File: src/rtl/cobra_pkg.sv
// Shared fetch definitions: default widths, the halt encoding and the fetch state type.
package cobra_pkg;

   localparam int unsigned ADDR_W_DEF = 8;
   localparam int unsigned DATA_W_DEF = 32;
   localparam logic [31:0] HALT_WORD  = 32'hFFFF_FFFF;

   typedef enum logic [0:0] {
      ST_FETCH = 1'b0,
      ST_HALT  = 1'b1
   } fetch_state_e;

endpackage

File: src/rtl/fetch_ctrl.sv
// Single-cycle instruction fetch with a one-entry output slot, branch redirect/flush,
// and an optional halt-on-all-ones-word mode enabled by FETCH_HALT_DETECT_EN.
module fetch_ctrl
   import cobra_pkg::*;
#(
   parameter int unsigned          ADDR_W   = ADDR_W_DEF,
   parameter int unsigned          DATA_W   = DATA_W_DEF,
   parameter logic [ADDR_W-1:0]    RESET_PC = {ADDR_W{1'b0}}
) (
   input  logic                clk,
   input  logic                rst_n,
   output logic [ADDR_W-1:0]   imem_addr,
   input  logic [DATA_W-1:0]   imem_rd,
   input  logic                branch_valid,
   input  logic [ADDR_W-1:0]   branch_target,
   output logic                instr_valid,
   input  logic                instr_ready,
   output logic [DATA_W-1:0]   instr_data,
   output logic [ADDR_W-1:0]   instr_pc,
   output logic                halted,
   input  logic                resume
);

   logic [ADDR_W-1:0] pc_q, pc_d;
   logic              instr_valid_q, instr_valid_d;
   logic [DATA_W-1:0] instr_data_q, instr_data_d;
   logic [ADDR_W-1:0] instr_pc_q, instr_pc_d;
   logic              slot_free_s;
   logic [ADDR_W-1:0] pc_inc_s;

`ifdef FETCH_HALT_DETECT_EN
   fetch_state_e      state_q, state_d;
   logic              halted_q, halted_d;
   logic              is_halt_s;

   assign is_halt_s = (imem_rd == {DATA_W{1'b1}});
   assign halted    = halted_q;
`else
   logic              unused_resume_s;

   assign unused_resume_s = resume;
   assign halted          = 1'b0;
`endif

   assign slot_free_s = !instr_valid_q || instr_ready;
   assign pc_inc_s    = pc_q + ADDR_W'(1'b1);

   assign imem_addr   = pc_q;
   assign instr_valid = instr_valid_q;
   assign instr_data  = instr_data_q;
   assign instr_pc    = instr_pc_q;

   // Branch beats everything; otherwise halt handling, then load or stall.
   always_comb begin
      pc_d          = pc_q;
      instr_valid_d = instr_valid_q;
      instr_data_d  = instr_data_q;
      instr_pc_d    = instr_pc_q;
`ifdef FETCH_HALT_DETECT_EN
      state_d       = state_q;
      halted_d      = halted_q;
`endif
      if (branch_valid) begin
         pc_d          = branch_target;
         instr_valid_d = 1'b0;
`ifdef FETCH_HALT_DETECT_EN
         state_d       = ST_FETCH;
         halted_d      = 1'b0;
`endif
      end
`ifdef FETCH_HALT_DETECT_EN
      else if (state_q == ST_HALT) begin
         instr_valid_d = instr_valid_q && !instr_ready;
         if (resume) begin
            pc_d     = pc_inc_s;
            state_d  = ST_FETCH;
            halted_d = 1'b0;
         end else begin
            pc_d     = pc_q;
         end
      end
`endif
      else if (slot_free_s) begin
`ifdef FETCH_HALT_DETECT_EN
         if (is_halt_s) begin
            // The halt word itself is never delivered; pc stays on it.
            instr_valid_d = 1'b0;
            state_d       = ST_HALT;
            halted_d      = 1'b1;
         end else begin
            instr_data_d  = imem_rd;
            instr_pc_d    = pc_q;
            instr_valid_d = 1'b1;
            pc_d          = pc_inc_s;
         end
`else
         instr_data_d  = imem_rd;
         instr_pc_d    = pc_q;
         instr_valid_d = 1'b1;
         pc_d          = pc_inc_s;
`endif
      end else begin
         pc_d          = pc_q;
         instr_valid_d = instr_valid_q;
      end
   end

   // State and output slot registers.
   always_ff @(posedge clk or negedge rst_n) begin
      if (!rst_n) begin
         pc_q          <= RESET_PC;
         instr_valid_q <= 1'b0;
         instr_data_q  <= {DATA_W{1'b0}};
         instr_pc_q    <= {ADDR_W{1'b0}};
`ifdef FETCH_HALT_DETECT_EN
         state_q       <= ST_FETCH;
         halted_q      <= 1'b0;
`endif
      end else begin
         pc_q          <= pc_d;
         instr_valid_q <= instr_valid_d;
         instr_data_q  <= instr_data_d;
         instr_pc_q    <= instr_pc_d;
`ifdef FETCH_HALT_DETECT_EN
         state_q       <= state_d;
         halted_q      <= halted_d;
`endif
      end
   end

endmodule

File: config.mk
export PLATFORM = sky130hd
export DESIGN_NAME = fetch_ctrl
export DESIGN_NICKNAME = d
export VERILOG_FILES = /design/src/rtl/cobra_pkg.sv /design/src/rtl/fetch_ctrl.sv
export SDC_FILE = /design/constraint.sdc
export NUM_CORES = 1
export LEC_CHECK = 0
export BUFFER_PORTS_ARGS = -buffer_cell sky130_fd_sc_hd__buf_4
export CAP_MARGIN = 20
export CORE_MARGIN = 3
export CORE_UTILIZATION = 46
export CTS_BUF_LIST = sky130_fd_sc_hd__clkbuf_8 sky130_fd_sc_hd__clkbuf_16
export CTS_CLUSTER_DIAMETER = 200
export CTS_CLUSTER_SIZE = 12
export DETAILED_ROUTE_END_ITERATION = 6
export MAX_ROUTING_LAYER = met4
export PLACE_DENSITY = 0.8
export SYNTH_ARGS = -nofsm -noshare
export SYNTH_HDL_FRONTEND = slang
export SYNTH_SLANG_ARGS = --single-unit
File: constraint.sdc
create_clock -name clk -period 1.8 [get_ports clk]
set_input_delay 0.36 -clock clk [delete_from_list [all_inputs] [get_ports clk]]
set_output_delay 0.36 -clock clk [all_outputs]
set_load 0.01 [all_outputs]
After elaboration in Yosys (flattened, before gate mapping)
Cells that the tools add are included.
{"block": "word_totals", "reg_bits": 49, "in_bits": 45, "out_inout_bits": 50, "elab_cells": 14}
{"block": "classes", "addsub": 1, "muxes": 4, "n_bitwise": 1, "reduce_logical": 4}
{"op": "2-to-1 mux 8 bit", "count": 2}
{"op": "adder 8 x 1 -> 8 bit, second input constant", "count": 1}
{"op": "2-to-1 mux 1 bit", "count": 2}
{"op": "AND reduction 2 bit", "count": 1}
{"op": "nonzero test 2 bit", "count": 1}
{"op": "zero test 1 bit", "count": 1}
{"op": "logical OR 1 bit", "count": 1}
{"op": "NOT 1 bit", "count": 1}

Logic depth before layout (Yosys ltp)
Gate-level depths: netlist (run 1).
{"block": "depth", "word_depth": 4, "depth_mapped": 5}

Least setup slack after synthesis (run 1)
OpenSTA, ideal clock, no wires.
{"block": "synth_path", "path_type": "reg-to-reg", "start": "register instr_valid_q (netlist: instr_valid)", "end": "register instr_data_q[4] (netlist: instr_data[4])", "setup_time_ns": 0.125, "arrival_time_ns": 1.317, "required_ns": 1.675, "slack_ns": 0.358, "path_stages_with_launch": 6, "synth_period_minus_slack_ns": 1.442, "path_cell_list": "dfrtp_1 nor2b_4 buf_6 nor2_2 buf_2 mux2_2"}
{"block": "synth_between", "elab_chain_len": 3}
{"element": "start, declared", "line": "fetch_ctrl.sv:25", "rtl": "logic instr_valid_q, instr_valid_d;"}
{"element": "start signal, assigned", "line": "fetch_ctrl.sv:121", "rtl": "instr_valid_q <= instr_valid_d;"}
{"element": "zero test 1 bit", "line": "fetch_ctrl.sv:45", "rtl": "assign slot_free_s = !instr_valid_q || instr_ready;"}
{"element": "logical OR 1 bit", "line": "fetch_ctrl.sv:45"}
{"element": "AND reduction 2 bit (no source line)"}
{"element": "end signal, assigned", "line": "fetch_ctrl.sv:113", "rtl": "instr_data_q <= {DATA_W{1'b0}};"}
{"element": "end signal, assigned", "line": "fetch_ctrl.sv:122", "rtl": "instr_data_q <= instr_data_d;"}
{"element": "end, declared", "line": "fetch_ctrl.sv:26", "rtl": "logic [DATA_W-1:0] instr_data_q, instr_data_d;"}
No other way between the ends.
A chain may end at the register's enable or synchronous reset.

Worst setup path in the final report (run 1)
{"block": "layout_path", "start": "register pc_q[1] (netlist: imem_addr[1])", "end": "register pc_q[6] (netlist: imem_addr[6])"}
{"block": "layout_between", "elab_chain_len": 3}
{"element": "start, declared", "line": "fetch_ctrl.sv:24", "rtl": "logic [ADDR_W-1:0] pc_q, pc_d;"}
{"element": "start signal, assigned", "line": "fetch_ctrl.sv:120", "rtl": "pc_q <= pc_d;"}
{"element": "adder 8 x 1 -> 8 bit", "line": "fetch_ctrl.sv:46", "rtl": "assign pc_inc_s = pc_q + ADDR_W'(1'b1);"}
{"element": "2-to-1 mux 8 bit", "line": "fetch_ctrl.sv:83", "rtl": "else if (slot_free_s) begin"}
{"element": "2-to-1 mux 8 bit", "line": "fetch_ctrl.sv:63", "rtl": "if (branch_valid) begin"}
No other way between the ends. The select of a mux whose other input is x is not followed.

==> flow_summary.yaml, run 1 <==
power:
  p_seq_share_pct: 48.2
  p_switching_mw: 0.723
  clkPwrFrac_pct: 28.4
  power_density_nw_per_um2: 979
  ir_drop_uv: 649
  p_total_mw: 2.81
  sw_frac_of_total_pct: 25.7
  p_comb_share_pct: 23.3
  power_leakage_nw: 1.36
  intPower_mw: 2.09
floorplan:
  start_util_pct: 48.9
  fp.dieW_um: 72.1
  rows: 23
  core_area_um2: 4120
  die-area_um2: 5200
  ios: 95
  die_height_um: 72.1
clocking:
  cts_resized: 0
  holdBufCountCts: 0
  clk_pin_slew_ps: 80
  cts_tree: "done"
  h-tree-depth: 2
  root_buffer: "clkbuf_8"
  postCtsSetupRepairBufs: 0
  clk_latency_ps: 290
  cts_made_buffers: 5
  cts_max_path_buffers: 2
  cts.sinks: 49
setup_path:
  worst-setup-path-type: "flop to flop"
  r2r-end: "imem_addr[6]"
  r2r_slack_ps: 350
  crit_chain: "ha_1, nand3_1, or4_1, a31oi_1"
  rr_worst_depth: 4
  crit_path_end_kind: "flop"
  reg2reg_from: "imem_addr[1]"
  cp.required_ps: 2010
  critical_path.startpoint_type: "flop"
  critPathMaxStageDelay_ps: 440
  cp_max_fo: 6
  crit_arrival_ps: 1660
  crit_slowest_cell: "dfrtp_1"
sta:
  fin_crit_ps: 1450
  layout_setup_ws_ps: 354
  drv_slew: 0
  setup_viol: 0
  relSlewSlack_pct: 59.6
  fin_setup_tns_ps: 0
  worst_pin_slew_ps: 605
  finClkSkew_ps: 4.56
  hold_viol_final: 0
  rsz0062_at_grt: "false"
  min_period_over_period_pct: 80.3
  timing.fmax_mhz: 691
route:
  avgRoutedWirePerCell_um: 15.4
  wl_um: 4440
  avgViaCountPerCell: 5.10
  vias: 1469
  ant_nets: 0
  first_pass_iters: 4
  drc: 0
  drt-initial-drc-count: 81
global_routing:
  grt_pass1_wl_um: 7050
  grt_antenna_before_repair: 0
  grtUsageTotal_pct: 17.7
  grt_max_degree: 50
  gr-total-overflow: 0
  grt_pass1_vias: 1511
yosys:
  synth_area_per_cell_um2: 14.0
  seq_area_frac_synth_pct: 60.9
  synth-edff-count: 0
  syn_nets: 190
  yosysUniqueCellTypes: 34
  synthCells: 144
  post-synth-top-count-cell: "dfrtp_1"
  synth_area_leaders: "dfrtp_1, mux2_2, mux2_1"
  async_reset_ff_share_pct: 100
  yosys_warnings: 0
  synth_common_cells: "dfrtp_1, mux2_2, mux2_1"
  synth-seq-cells: 49
  synthDominantCellAreaShare_pct: 60.9
  synth_top_cell_by_area: "dfrtp_1"
  synth_area_um2: 2010
  ys.flop_type: "dfrtp_1"
placed_design:
  finalWeightedCongestion: 0.795
  placed_area_um2: 2750
  dp_hpwl_um: 3310
  pre_cts_ws_ps: 367
  portBuffers: 92
cells_and_area:
  layout-drive-gt1-share_pct: 56.7
  area_growth_syn_to_layout_pct: 42.7
  layout.nets: 283
  final_core_util_pct: 69.8
  fillers: 308
  antenna_cells: 0
  final_cell_area_um2: 2870
job:
  cap_viol_max_count: 0
status:
  outcome: "complete, no violations"
min_path:
  min_path_type: "input pin to asynchronous set/reset pin"
==> metrics by stage <==
stage	hold WS [ps]	cells
4_1_cts	94.2	288
2_1_floorplan	64.4	144
6_report	70.1	288
3_3_place_gp	417	280
3_5_place_dp	415	280
5_1_grt	108	288
==> layout make-up <==
class | count | area (um2) | share of cell area [%]
timing repair buffer | 94 | 718 | 25.0
inverter | 2 | 7.51 | 0.261
multi-input combinational | 85 | 737 | 25.7
clock inverter | 2 | 37.5 | 1.31
sequential | 49 | 1230 | 42.7
clock buffer | 6 | 82.6 | 2.88
tap | 50 | 62.6 | 2.18
==> placed cells by master, fill, tap and decap left out, types with 2 or more instances in the layout <==
cell      netlist  layout
nand4_1         2       2
mux2_2         30      30
mux2_1         10      10
nand2_1         6       6
dfrtp_1        49      49
or3_1           2       2
a31oi_1         3       3
nand2b_1        2       2
nor2_1          5       5
o21ai_0         4       4
buf_4           1      93
nand3_1         4       4
clkbuf_8        0       6
==> layer usage <==
metal / track usage (%) / routed length [um] / up-vias
li1: - / - / 697
met1: 23.2 / 1830 / 712
met4: 5.22 / 40 / 0
met3: 3.74 / 346 / 4
met2: 27.8 / 2220 / 56
met5: - / 0 / -
==> flip-flops by register name, indices dropped and copies added, names as in the netlist <==
name,flops
instr_pc,8
instr_valid,1
instr_data,32
imem_addr,8
==> critical path, delay by kind of cell (launching register included) <==
| family | cells | cell delay, ps |
|---|---|---|
| adder cells (fa/ha/maj) | 1 | 240 |
| AO/OA/AOI/OAI | 1 | 170 |
| flip-flops | 1 | 440 |
| AND/OR/NAND/NOR | 2 | 510 |
==> power by group through the flow <==
stage / clock network [mW] / logic (mW) / registers, mW
2_1_floorplan: 0 / 0.212 / 1.44
5_1_grt: 0.862 / 0.708 / 1.38
6_report: 0.799 / 0.656 / 1.36
3_5_place_dp: 0 / 0.666 / 1.38
3_3_place_gp: 0 / 0.653 / 1.37
4_1_cts: 0.821 / 0.669 / 1.36
==> logic make-up after synthesis <==
logic type,share of synthesized area [%]
simple gates,8.15
xor+xnor,0.435
fa+ha+maj,0.622
other cells,0.186
buf+inv,2.67
compound gates,4.11
flops,60.9
mux,22.9
==> worst max path at each step <==
stage	startpoint	end	slack, ps	depth (start not counted)
finish	imem_addr[1]	imem_addr[6]	350	4
global route	imem_addr[0]	imem_addr[6]	250	4
CTS	imem_addr[1]	imem_addr[6]	340	4
detailed placement	imem_addr[1]	imem_addr[6]	370	4
global placement	imem_addr[0]	imem_addr[6]	390	4
floorplan	instr_valid	instr_data[4]	360	5
(Power assumes the default switching activity.)
==> inputs of run 2 (changes only) <==
--- a/config.mk
+++ b/config.mk
@@ -8,13 +8,13 @@
 export BUFFER_PORTS_ARGS = -buffer_cell sky130_fd_sc_hd__buf_4
 export CAP_MARGIN = 20
 export CORE_MARGIN = 3
-export CORE_UTILIZATION = 46
+export CORE_UTILIZATION = 41
 export CTS_BUF_LIST = sky130_fd_sc_hd__clkbuf_8 sky130_fd_sc_hd__clkbuf_16
 export CTS_CLUSTER_DIAMETER = 200
 export CTS_CLUSTER_SIZE = 12
 export DETAILED_ROUTE_END_ITERATION = 6
 export MAX_ROUTING_LAYER = met4
-export PLACE_DENSITY = 0.8
+export PLACE_DENSITY = 0.76
 export SYNTH_ARGS = -nofsm -noshare
 export SYNTH_HDL_FRONTEND = slang
 export SYNTH_SLANG_ARGS = --single-unit
==> constraint.sdc (replaced) <==
create_clock -name clk -period 1.3 [get_ports clk]
set_input_delay 0.26 -clock clk [delete_from_list [all_inputs] [get_ports clk]]
set_output_delay 0.26 -clock clk [all_outputs]
set_load 0.01 [all_outputs]
==> flow_summary.yaml, run 2 (synthesis gave the netlist of run 1 again) <==
floorplan:
  core_area_um2: 4530
  die-area_um2: 5780
  fp.dieW_um: 76.1
  start_util_pct: 44.4
  ios: 95
  die_height_um: 76.1
  rows: 24
cells_and_area:
  final_cell_mix: "buf_4, dfrtp_1, mux2_2"
  fillers: 357
  final_core_util_pct: 67.5
  area_growth_syn_to_layout_pct: 52.1
  final_cell_area_um2: 3060
  largest_reg_flops: 32
  antenna_cells: 0
  layout-drive-gt1-share_pct: 60.5
  final_common_cell: "buf_4"
  instances_no_fill: 318
  layout.nets: 299
route:
  drc: 0
  avgRoutedWirePerCell_um: 14.1
  ant_nets: 0
  first_pass_iters: 4
  wl_um: 4500
  vias: 1574
  drt-initial-drc-count: 30
  avgViaCountPerCell: 4.95
min_path:
  worstHoldStart: "imem_rd[0]"
  min_path_type: "input pin to flop"
setup_path:
  cp_max_fo: 28
  cp_top_family: "flip-flops"
  critical_path.startpoint_type: "flop"
  crit_slowest_cell: "dfrtp_1"
  critical_path_buf_inv_count: 1
  cp.required_ps: 1480
  reg2reg_from: "instr_valid"
  worst-setup-path-type: "flop to flop"
  critPathLaunch: "instr_valid"
  critPathMaxStageDelay_ps: 390
  crit_path_end_kind: "flop"
  crit_arrival_ps: 1510
  crit_chain: "nor2b_4, nor2_4, buf_12, mux2_2"
global_routing:
  grt_antenna_before_repair: 0
  grt_pass1_wl_um: 7720
  grtUsageTotal_pct: 16.7
  grt_pass1_vias: 1537
  gr-total-overflow: 0
  grt_max_degree: 29
sta:
  finClkSkew_ps: 4.79
  fin_setup_tns_ps: -497
  whs_ps: 182
  rsz0062_at_grt: "true"
  setup_viol: 28
  min_period_over_period_pct: 102
  drv_slew: 0
  fin_crit_ps: 1330
  layout_setup_ws_ps: -26.6
  hold_viol_final: 0
  timing.fmax_mhz: 754
power:
  power_leakage_nw: 1.44
  clkPwrFrac_pct: 26.0
  sw_frac_of_total_pct: 25.5
  ir_drop_uv: 706
  power_density_nw_per_um2: 1280
  p_switching_mw: 0.996
  p_seq_share_pct: 47.5
  p_comb_share_pct: 26.5
  intPower_mw: 2.91
clocking:
  cts_tree: "done"
  clk_latency_ps: 290
  cts_made_buffers: 5
  cts_max_path_buffers: 2
  cts.sinks: 49
  h-tree-depth: 2
  clk_pin_slew_ps: 80
  root_buffer: "clkbuf_8"
job:
  cap_viol_max_count: 0
placed_design:
  finalWeightedCongestion: 0.869
  dp_cells: 308
  placed_area_um2: 2880
  dp_hpwl_um: 3400
  portBuffers: 92
status:
  outcome: "finished, violations left"
  violations: "negative setup slack"
## run 2: changes by cell type in the layout (fill, tap and decap cells not counted), sizes merged
| cell | delta |
|---|---|
| clkinv | +1 |
| clkbuf | -1 |
| buf | +15 |
| dlygate4sd3 | +1 |
| clkinvlp | -1 |
## run 2: per-layer routing
metal  global-route usage (%)  wire length (um)  up-vias
met4                     3.80                 8        0
met3                     4.49               362        2
met1                     22.1              1990      760
li1                         -                 -      732
met5                        -                 0        -
met2                     26.1              2130       80
## run 2: worst paths after layout
path                                  endpoint  slack (ps)  depth (start not counted)
worst max-delay path            instr_data[19]         -30                          4
worst min-delay path             instr_data[0]         180                          2
worst max register to register  instr_data[19]         -30                          4
min in group asynchronous        instr_data[7]         410                          2
max in group asynchronous         imem_addr[2]         440                          3
worst min register to register   instr_data[0]         490                          1
## run 2: timing repair
item | 4_1_cts | 5_1_grt
pin swaps | 1 | 1
setup buffers | 2 | 0
setup endpoints to repair | 39 | 46
endpoints found under the hold margin | 22 | 0
hold buffers | 1 | 0
gates resized for setup | 5 | 7
## run 2: stage by stage
step	power, mW	worst slack, ps
after floorplan	2.29	-94.1
after global placement	2.86	-12.0
after detailed placement	2.88	-32.7
after CTS	3.94	-29.2
after global routing	4.12	-90.0
final	3.90	-26.6
## run 2: power groups by stage
stage / sequential, mW / clock [mW] / combinational [mW]
after floorplan: 1.99 / 0 / 0.306
after global placement: 1.87 / 0 / 0.989
after detailed placement: 1.88 / 0 / 1.00
after CTS: 1.85 / 1.06 / 1.03
after global routing: 1.89 / 1.12 / 1.12
final: 1.85 / 1.01 / 1.03
## run 2: layout make-up
class	count	area [um2]	area share, %
Clock buffer	5	68.8	2.25
Tap cell	65	81.3	2.66
Inverter	2	7.51	0.245
Timing Repair Buffer	110	872	28.5
Sequential cell	49	1230	40.1
Clock inverter	2	35.0	1.15
Multi-Input combinational cell	85	767	25.1
## run 2: worst reg2reg max path: stages, from the launching register on
cell,delay (ps)
dfrtp_1,390
nor2b_4,150
nor2_4,120
buf_12,200
mux2_2,360
